### src/rtl/alu_issue.sv
// RV32I issue stage: decodes one instruction plus its register operands into the ALU
// operand/op bundle and holds it in a single valid/ready register.
module alu_issue #(
    parameter int XLEN  = 32,
    parameter int CNT_W = 32
) (
    input  logic             clk,
    input  logic             rst,
    input  logic             in_valid,
    output logic             in_ready,
    input  logic [31:0]      in_inst,
    input  logic [XLEN-1:0]  in_pc,
    input  logic [XLEN-1:0]  in_rs1_data,
    input  logic [XLEN-1:0]  in_rs2_data,
    input  logic             flush,
    output logic             out_valid,
    input  logic             out_ready,
    output logic [XLEN-1:0]  out_a,
    output logic [XLEN-1:0]  out_b,
    output logic [3:0]       out_aluc,
    output logic [4:0]       out_rd,
    output logic             out_wen,
    output logic [XLEN-1:0]  out_pc,
    output logic             out_is_br,
    output logic [2:0]       out_br_f3,
    output logic             out_illegal,
    output logic [CNT_W-1:0] out_issue_cnt
);

    localparam logic [6:0] OPC_OP     = 7'b0110011;
    localparam logic [6:0] OPC_OPIMM  = 7'b0010011;
    localparam logic [6:0] OPC_LUI    = 7'b0110111;
    localparam logic [6:0] OPC_AUIPC  = 7'b0010111;
    localparam logic [6:0] OPC_JAL    = 7'b1101111;
    localparam logic [6:0] OPC_JALR   = 7'b1100111;
    localparam logic [6:0] OPC_LOAD   = 7'b0000011;
    localparam logic [6:0] OPC_STORE  = 7'b0100011;
    localparam logic [6:0] OPC_BRANCH = 7'b1100011;

    logic [6:0]             w_opc;
    logic [4:0]             w_rd;
    logic [2:0]             w_f3;
    logic [6:0]             w_f7;
    logic [2:0]             w_op;
    logic signed [XLEN-1:0] w_imm_i;
    logic signed [XLEN-1:0] w_imm_s;
    logic [XLEN-1:0]        w_imm_u;
    logic [XLEN-1:0]        w_shamt;

    assign w_opc   = in_inst[6:0];
    assign w_rd    = in_inst[11:7];
    assign w_f3    = in_inst[14:12];
    assign w_f7    = in_inst[31:25];
    // funct3 already matches the ALU op numbering except sltu, which shares slt's op
    assign w_op    = (w_f3 == 3'b011) ? 3'd2 : w_f3;
    assign w_imm_i = {{(XLEN-12){in_inst[31]}}, in_inst[31:20]};
    assign w_imm_s = {{(XLEN-12){in_inst[31]}}, in_inst[31:25], in_inst[11:7]};
    assign w_imm_u = {in_inst[31:12], 12'b0};
    assign w_shamt = {{(XLEN-5){1'b0}}, in_inst[24:20]};

    logic [XLEN-1:0] w_a;
    logic [XLEN-1:0] w_b;
    logic [3:0]      w_aluc;
    logic            w_wen;
    logic            w_is_br;
    logic [2:0]      w_br_f3;
    logic            w_ill;

    always_comb begin
        w_a     = '0;
        w_b     = '0;
        w_aluc  = 4'b0000;
        w_wen   = 1'b0;
        w_is_br = 1'b0;
        w_br_f3 = 3'b000;
        w_ill   = 1'b0;
        case (w_opc)
            OPC_OP: begin
                w_a    = in_rs1_data;
                w_b    = in_rs2_data;
                w_aluc = {(w_f3 == 3'b011) || (in_inst[30] && (w_f3 == 3'b000 || w_f3 == 3'b101)), w_op};
                w_wen  = 1'b1;
                w_ill  = !((w_f7 == 7'h00) || (w_f7 == 7'h20 && (w_f3 == 3'b000 || w_f3 == 3'b101)));
            end
            OPC_OPIMM: begin
                w_a    = in_rs1_data;
                w_b    = (w_f3 == 3'b001 || w_f3 == 3'b101) ? w_shamt : w_imm_i;
                w_aluc = {(w_f3 == 3'b011) || (w_f3 == 3'b101 && in_inst[30]), w_op};
                w_wen  = 1'b1;
                w_ill  = (w_f3 == 3'b001 && w_f7 != 7'h00) ||
                         (w_f3 == 3'b101 && w_f7 != 7'h00 && w_f7 != 7'h20);
            end
            OPC_LUI: begin
                w_b    = w_imm_u;
                w_aluc = 4'b0011;
                w_wen  = 1'b1;
            end
            OPC_AUIPC: begin
                w_a   = in_pc;
                w_b   = w_imm_u;
                w_wen = 1'b1;
            end
            OPC_JAL, OPC_JALR: begin
                w_a   = in_pc;
                w_b   = XLEN'(4);
                w_wen = 1'b1;
            end
            OPC_LOAD: begin
                w_a   = in_rs1_data;
                w_b   = w_imm_i;
                w_wen = 1'b1;
            end
            OPC_STORE: begin
                w_a = in_rs1_data;
                w_b = w_imm_s;
            end
            OPC_BRANCH: begin
                w_a     = in_rs1_data;
                w_b     = in_rs2_data;
                w_is_br = 1'b1;
                w_br_f3 = w_f3;
                w_aluc  = w_f3[2] ? {w_f3[1], 3'b010} : 4'b1000;
                w_ill   = (w_f3 == 3'b010 || w_f3 == 3'b011);
            end
            default: w_ill = 1'b1;
        endcase
        // An undecodable instruction travels as an inert bundle so it can still be counted
        if (w_ill) begin
            w_a     = '0;
            w_b     = '0;
            w_aluc  = 4'b0000;
            w_wen   = 1'b0;
            w_is_br = 1'b0;
            w_br_f3 = 3'b000;
        end
    end

    logic             r_vld_p1;
    logic [XLEN-1:0]  r_a_p1;
    logic [XLEN-1:0]  r_b_p1;
    logic [3:0]       r_aluc_p1;
    logic [4:0]       r_rd_p1;
    logic             r_wen_p1;
    logic [XLEN-1:0]  r_pc_p1;
    logic             r_is_br_p1;
    logic [2:0]       r_br_f3_p1;
    logic             r_ill_p1;
    logic [CNT_W-1:0] r_cnt;
    logic             w_accept;
    logic             w_consume;

    assign in_ready  = !r_vld_p1 || out_ready;
    assign w_accept  = in_valid && in_ready && !flush;
    assign w_consume = r_vld_p1 && out_ready;

    // Stage p0 -> p1: decoded bundle register
    always_ff @(posedge clk) begin
        if (rst) begin
            r_vld_p1   <= 1'b0;
            r_cnt      <= '0;
            r_a_p1     <= '0;
            r_b_p1     <= '0;
            r_aluc_p1  <= 4'b0000;
            r_rd_p1    <= 5'd0;
            r_wen_p1   <= 1'b0;
            r_pc_p1    <= '0;
            r_is_br_p1 <= 1'b0;
            r_br_f3_p1 <= 3'b000;
            r_ill_p1   <= 1'b0;
        end else begin
            if (w_consume)
                r_cnt <= r_cnt + 1'b1;
            if (flush)
                r_vld_p1 <= 1'b0;
            else if (w_accept)
                r_vld_p1 <= 1'b1;
            else if (w_consume)
                r_vld_p1 <= 1'b0;
            if (w_accept) begin
                r_a_p1     <= w_a;
                r_b_p1     <= w_b;
                r_aluc_p1  <= w_aluc;
                r_rd_p1    <= w_rd;
                r_wen_p1   <= w_wen && (w_rd != 5'd0);
                r_pc_p1    <= in_pc;
                r_is_br_p1 <= w_is_br;
                r_br_f3_p1 <= w_br_f3;
                r_ill_p1   <= w_ill;
            end
        end
    end

    assign out_valid     = r_vld_p1;
    assign out_a         = r_a_p1;
    assign out_b         = r_b_p1;
    assign out_aluc      = r_aluc_p1;
    assign out_rd        = r_rd_p1;
    assign out_wen       = r_wen_p1;
    assign out_pc        = r_pc_p1;
    assign out_is_br     = r_is_br_p1;
    assign out_br_f3     = r_br_f3_p1;
    assign out_illegal   = r_ill_p1;
    assign out_issue_cnt = r_cnt;

endmodule
### config.mk
export PLATFORM = sky130hd
export DESIGN_NAME = alu_issue
export DESIGN_NICKNAME = d
export VERILOG_FILES = /design/src/rtl/alu_issue.sv
export SDC_FILE = /design/constraint.sdc
export NUM_CORES = 1
export LEC_CHECK = 0
export ABC_AREA = 1
export ABC_CLOCK_PERIOD_IN_PS = 3810
export CORE_MARGIN = 8
export CORE_UTILIZATION = 25
export CTS_CLUSTER_DIAMETER = 150
export DETAILED_ROUTE_END_ITERATION = 8
export GPL_ROUTABILITY_DRIVEN = 0
export SYNTH_ARGS = -nofsm -noshare
export SYNTH_HDL_FRONTEND = slang
export SYNTH_SLANG_ARGS = --single-unit
### constraint.sdc
create_clock -name clk -period 3.81 [get_ports clk]
set_clock_uncertainty 0.05 [all_clocks]
set_input_delay 0.762 -clock clk [delete_from_list [all_inputs] [get_ports clk]]
set_output_delay 0.762 -clock clk [all_outputs]
set_load 0.1 [all_outputs]
==> summary.md <==
| Metric | Value |
|---|---|
| Run status | completed |
| First-pass GRT wire length | 42800 um |
| Leak pwr | 0.00404 uW |
| Max VDD drop | 0.000259 V |
| CP arrival | 3280 ps |
| Critical path's slowest cell | nand2_1 |
| Hold path cells | 2 |
| Sequential share of the synthesized area | 41.9% |
| Syn Nets | 1195 |
| Layout cells sized above 1 | 4.40% |
| Post-route ant nets | 0 |
| DRC | 0 |
| Initial antenna violation count | 0 |
| Clk_lat worst skew | 410 ps |
| PwrDens | 362 mW/mm2 |
| Core footprint | 0.0270 mm2 |
| Area after DPL | 0.00987 mm2 |
| Tot Pwr | 3780 uW |
| WL per Instance | 16.5 um |
| Crit path kind | in2reg |
| Crit. End Element | flop |
| Worst EP required | 4080 ps |
| Worst-Margin Slew | 1100 ps |
| Max Cap Violations | 0 |
| Critical path cell sequence | clkdlybuf4s50_1 -> nand2_1 -> nor2_2 -> nand3_1 -> nand3_2 -> nand2_1 -> nand2_1 -> nand3_1 -> a21oi_1 |
| Number of global-route vias before repair | 7529 |
| Min-delay worst type | reg2reg |
| Commonest non-fill, non-tap cells in the layout | nand2_1, clkdlybuf4s50_1, nor2_1 |
| Cts bufs inserted | 17 |
| # fillers | 2855 |
| Final Util | 38.7% |
| Initial DRC count | 441 |
| Die Height | 182 um |
| Port Buf Inserts | 277 |
| Final net count | 1440 |
| Final period util | 78.8% |
| Setup violations, final | 0 |
| Starting Density | 25.5% |
| Num ports | 278 |
| Syn_area_per_cell | 6.48 um2 |
| Syn-to-layout area delta | 51.9% |
| Worst rel slew slack | 26.8% |
| Synth warn | 0 |
| Hold slack final | 413 ps |
| R2R cell count | 10 |
| Total gr overflow | 0 |
| Number of library cell types mapped by synthesis | 28 |
| TNS Setup | 0 ps |
| Crit path time final | 3000 ps |
| Commonest non-fill, non-tap cell in the layout | nand2_1 |
| Most used cell, CP | nand2_1 |
| First-pass DRT Iterations | 6 |
| Setup repair bufs after CTS | 0 |
| Critical Path Stages | 9 |
| Synth Cell Area | 0.00687 mm2 |
| Max Slew Vio Count | 0 |
| Cts repair resizes | 0 |
| CP Buf/Inv Count | 1 |
| Clock root buffer | clkbuf_16 |
| Crit-path max FO | 21 |
| Final hold vios | 0 |
| RSZ-0062 raised after global routing | no |
| CTS tree | yes |
| Largest net degree at the start of global routing | 110 |
| Mapped Cells | 1061 |
| Routed wire length | 27400 um |
| Ant diodes | 0 |
| Vias | 7777 |
| Critical Path Max Stage Delay | 520 ps |
| GRT Total Usage | 16.0% |
| Clock-pin slew on the worst setup and hold paths | 60 ps |
| CTS Hold Bufs | 0 |
| Die area | 0.0331 mm2 |
| Max Clock Freq | 333 MHz |
| Crit path max-delay family | simple AND/OR/NAND/NOR gates |
| Clk sinks | 144 |
| DPL Wire Length | 19200 um |
| Cell Rows | 60 |
| Routed vias/inst | 4.69 |
| CP startpoint kind | input port |
| Die X | 182 um |
| Yosys reg bits | 144 |
| Worst-case clock buffer depth | 2 |
| H-tree depth | 4 |
| Cell area after layout | 0.0104 mm2 |
==> worst register-to-register path, cell delays in order (launching register included) <==
cell and delay (ps):
dfxtp_1 420, ha_1 190, inv_1 60, nor2_1 190, nand2_1 100, inv_1 130
nand4_1 230, nor2_1 310, nand2_1 80, o21ai_0 160, nor2_1 70
==> worst paths after layout <==
kind                                        from                end  slack [ps]
worst max-delay path                  in_inst[0]          out_b[28]         810
worst min-delay path                     out_wen            out_wen         410
worst max register to register  out_issue_cnt[0]  out_issue_cnt[20]        1730
worst min register to register           out_wen            out_wen         410
==> cell type report <==
cell class	count	area, um2	area share [%]
timing repair buffer	287	2850	27.3
multi-input combinational	788	3460	33.1
sequential	144	2880	27.6
clock inverter	10	106	1.02
clock buffer	21	460	4.41
tap	341	427	4.09
inverter	68	256	2.46
==> cell usage after synthesis <==
library cell / instances / area, um2
a21oi_1: 114 / 571
nor2_4: 1 / 11.3
nand3_2: 2 / 20.0
clkbuf_1: 33 / 124
xor2_1: 2 / 17.5
dfxtp_1: 144 / 2880
nand2_1: 307 / 1150
nand3_1: 99 / 495
nor2_2: 3 / 18.8
nor4_1: 2 / 12.5
ha_1: 1 / 12.5
nand4_1: 7 / 43.8
buf_1: 7 / 26.3
buf_4: 11 / 82.6
buf_2: 10 / 50.1
a31oi_1: 1 / 6.26
a211oi_1: 2 / 15.0
o21ai_0: 52 / 260
nor3b_1: 2 / 15.0
nor3_1: 21 / 105
o211ai_1: 6 / 45.0
o21ai_2: 1 / 8.76
inv_1: 65 / 244
nand3b_1: 3 / 22.5
nor2_1: 158 / 593
nand2_2: 2 / 12.5
o21a_1: 2 / 15.0
inv_2: 3 / 11.3
==> sequential cells by signal, indices dropped and copies added, names as in the netlist, 3 cells and up <==
register / flops
out_a: 32
out_issue_cnt: 32
out_rd: 5
out_b: 32
out_pc: 32
out_aluc: 4
out_br_f3: 3
==> logic make-up (layout without fill, tap and decap cells) <==
kind of cell	Yosys count	after routing	share of synthesized area (%)
and+or+nand+nor	607	607	36.4
AOI/OAI and AO/OA	178	178	13.4
buffers and inverters	129	386	7.83
xor gates and xnor gates	2	2	0.255
DFF	144	144	41.9
adders and majority gates	1	1	0.182
==> report_power, final <==
part,leakage (uW),switching [uW],internal (uW),total (uW)
clock,0.000270,690,940,1630
sequential,0.00117,15.2,1530,1550
combinational,0.00260,401,203,604
==> stage by stage <==
stage | cells | setup slack, ps
floorplan | 1061 | 1340
global placement | 1628 | 542
detailed placement | 1628 | 394
CTS | 1659 | 832
global route | 1659 | 606
finish | 1659 | 806
==> per-layer routing <==
layer	track usage, %	up-vias	share of wire, %
met1	19.5	3608	44
met4	3.67	0	0.95
met3	5.17	14	7.9
li1	-	3918	-
met2	27.0	237	47
met5	0	-	0
(Power assumes the default switching activity.)
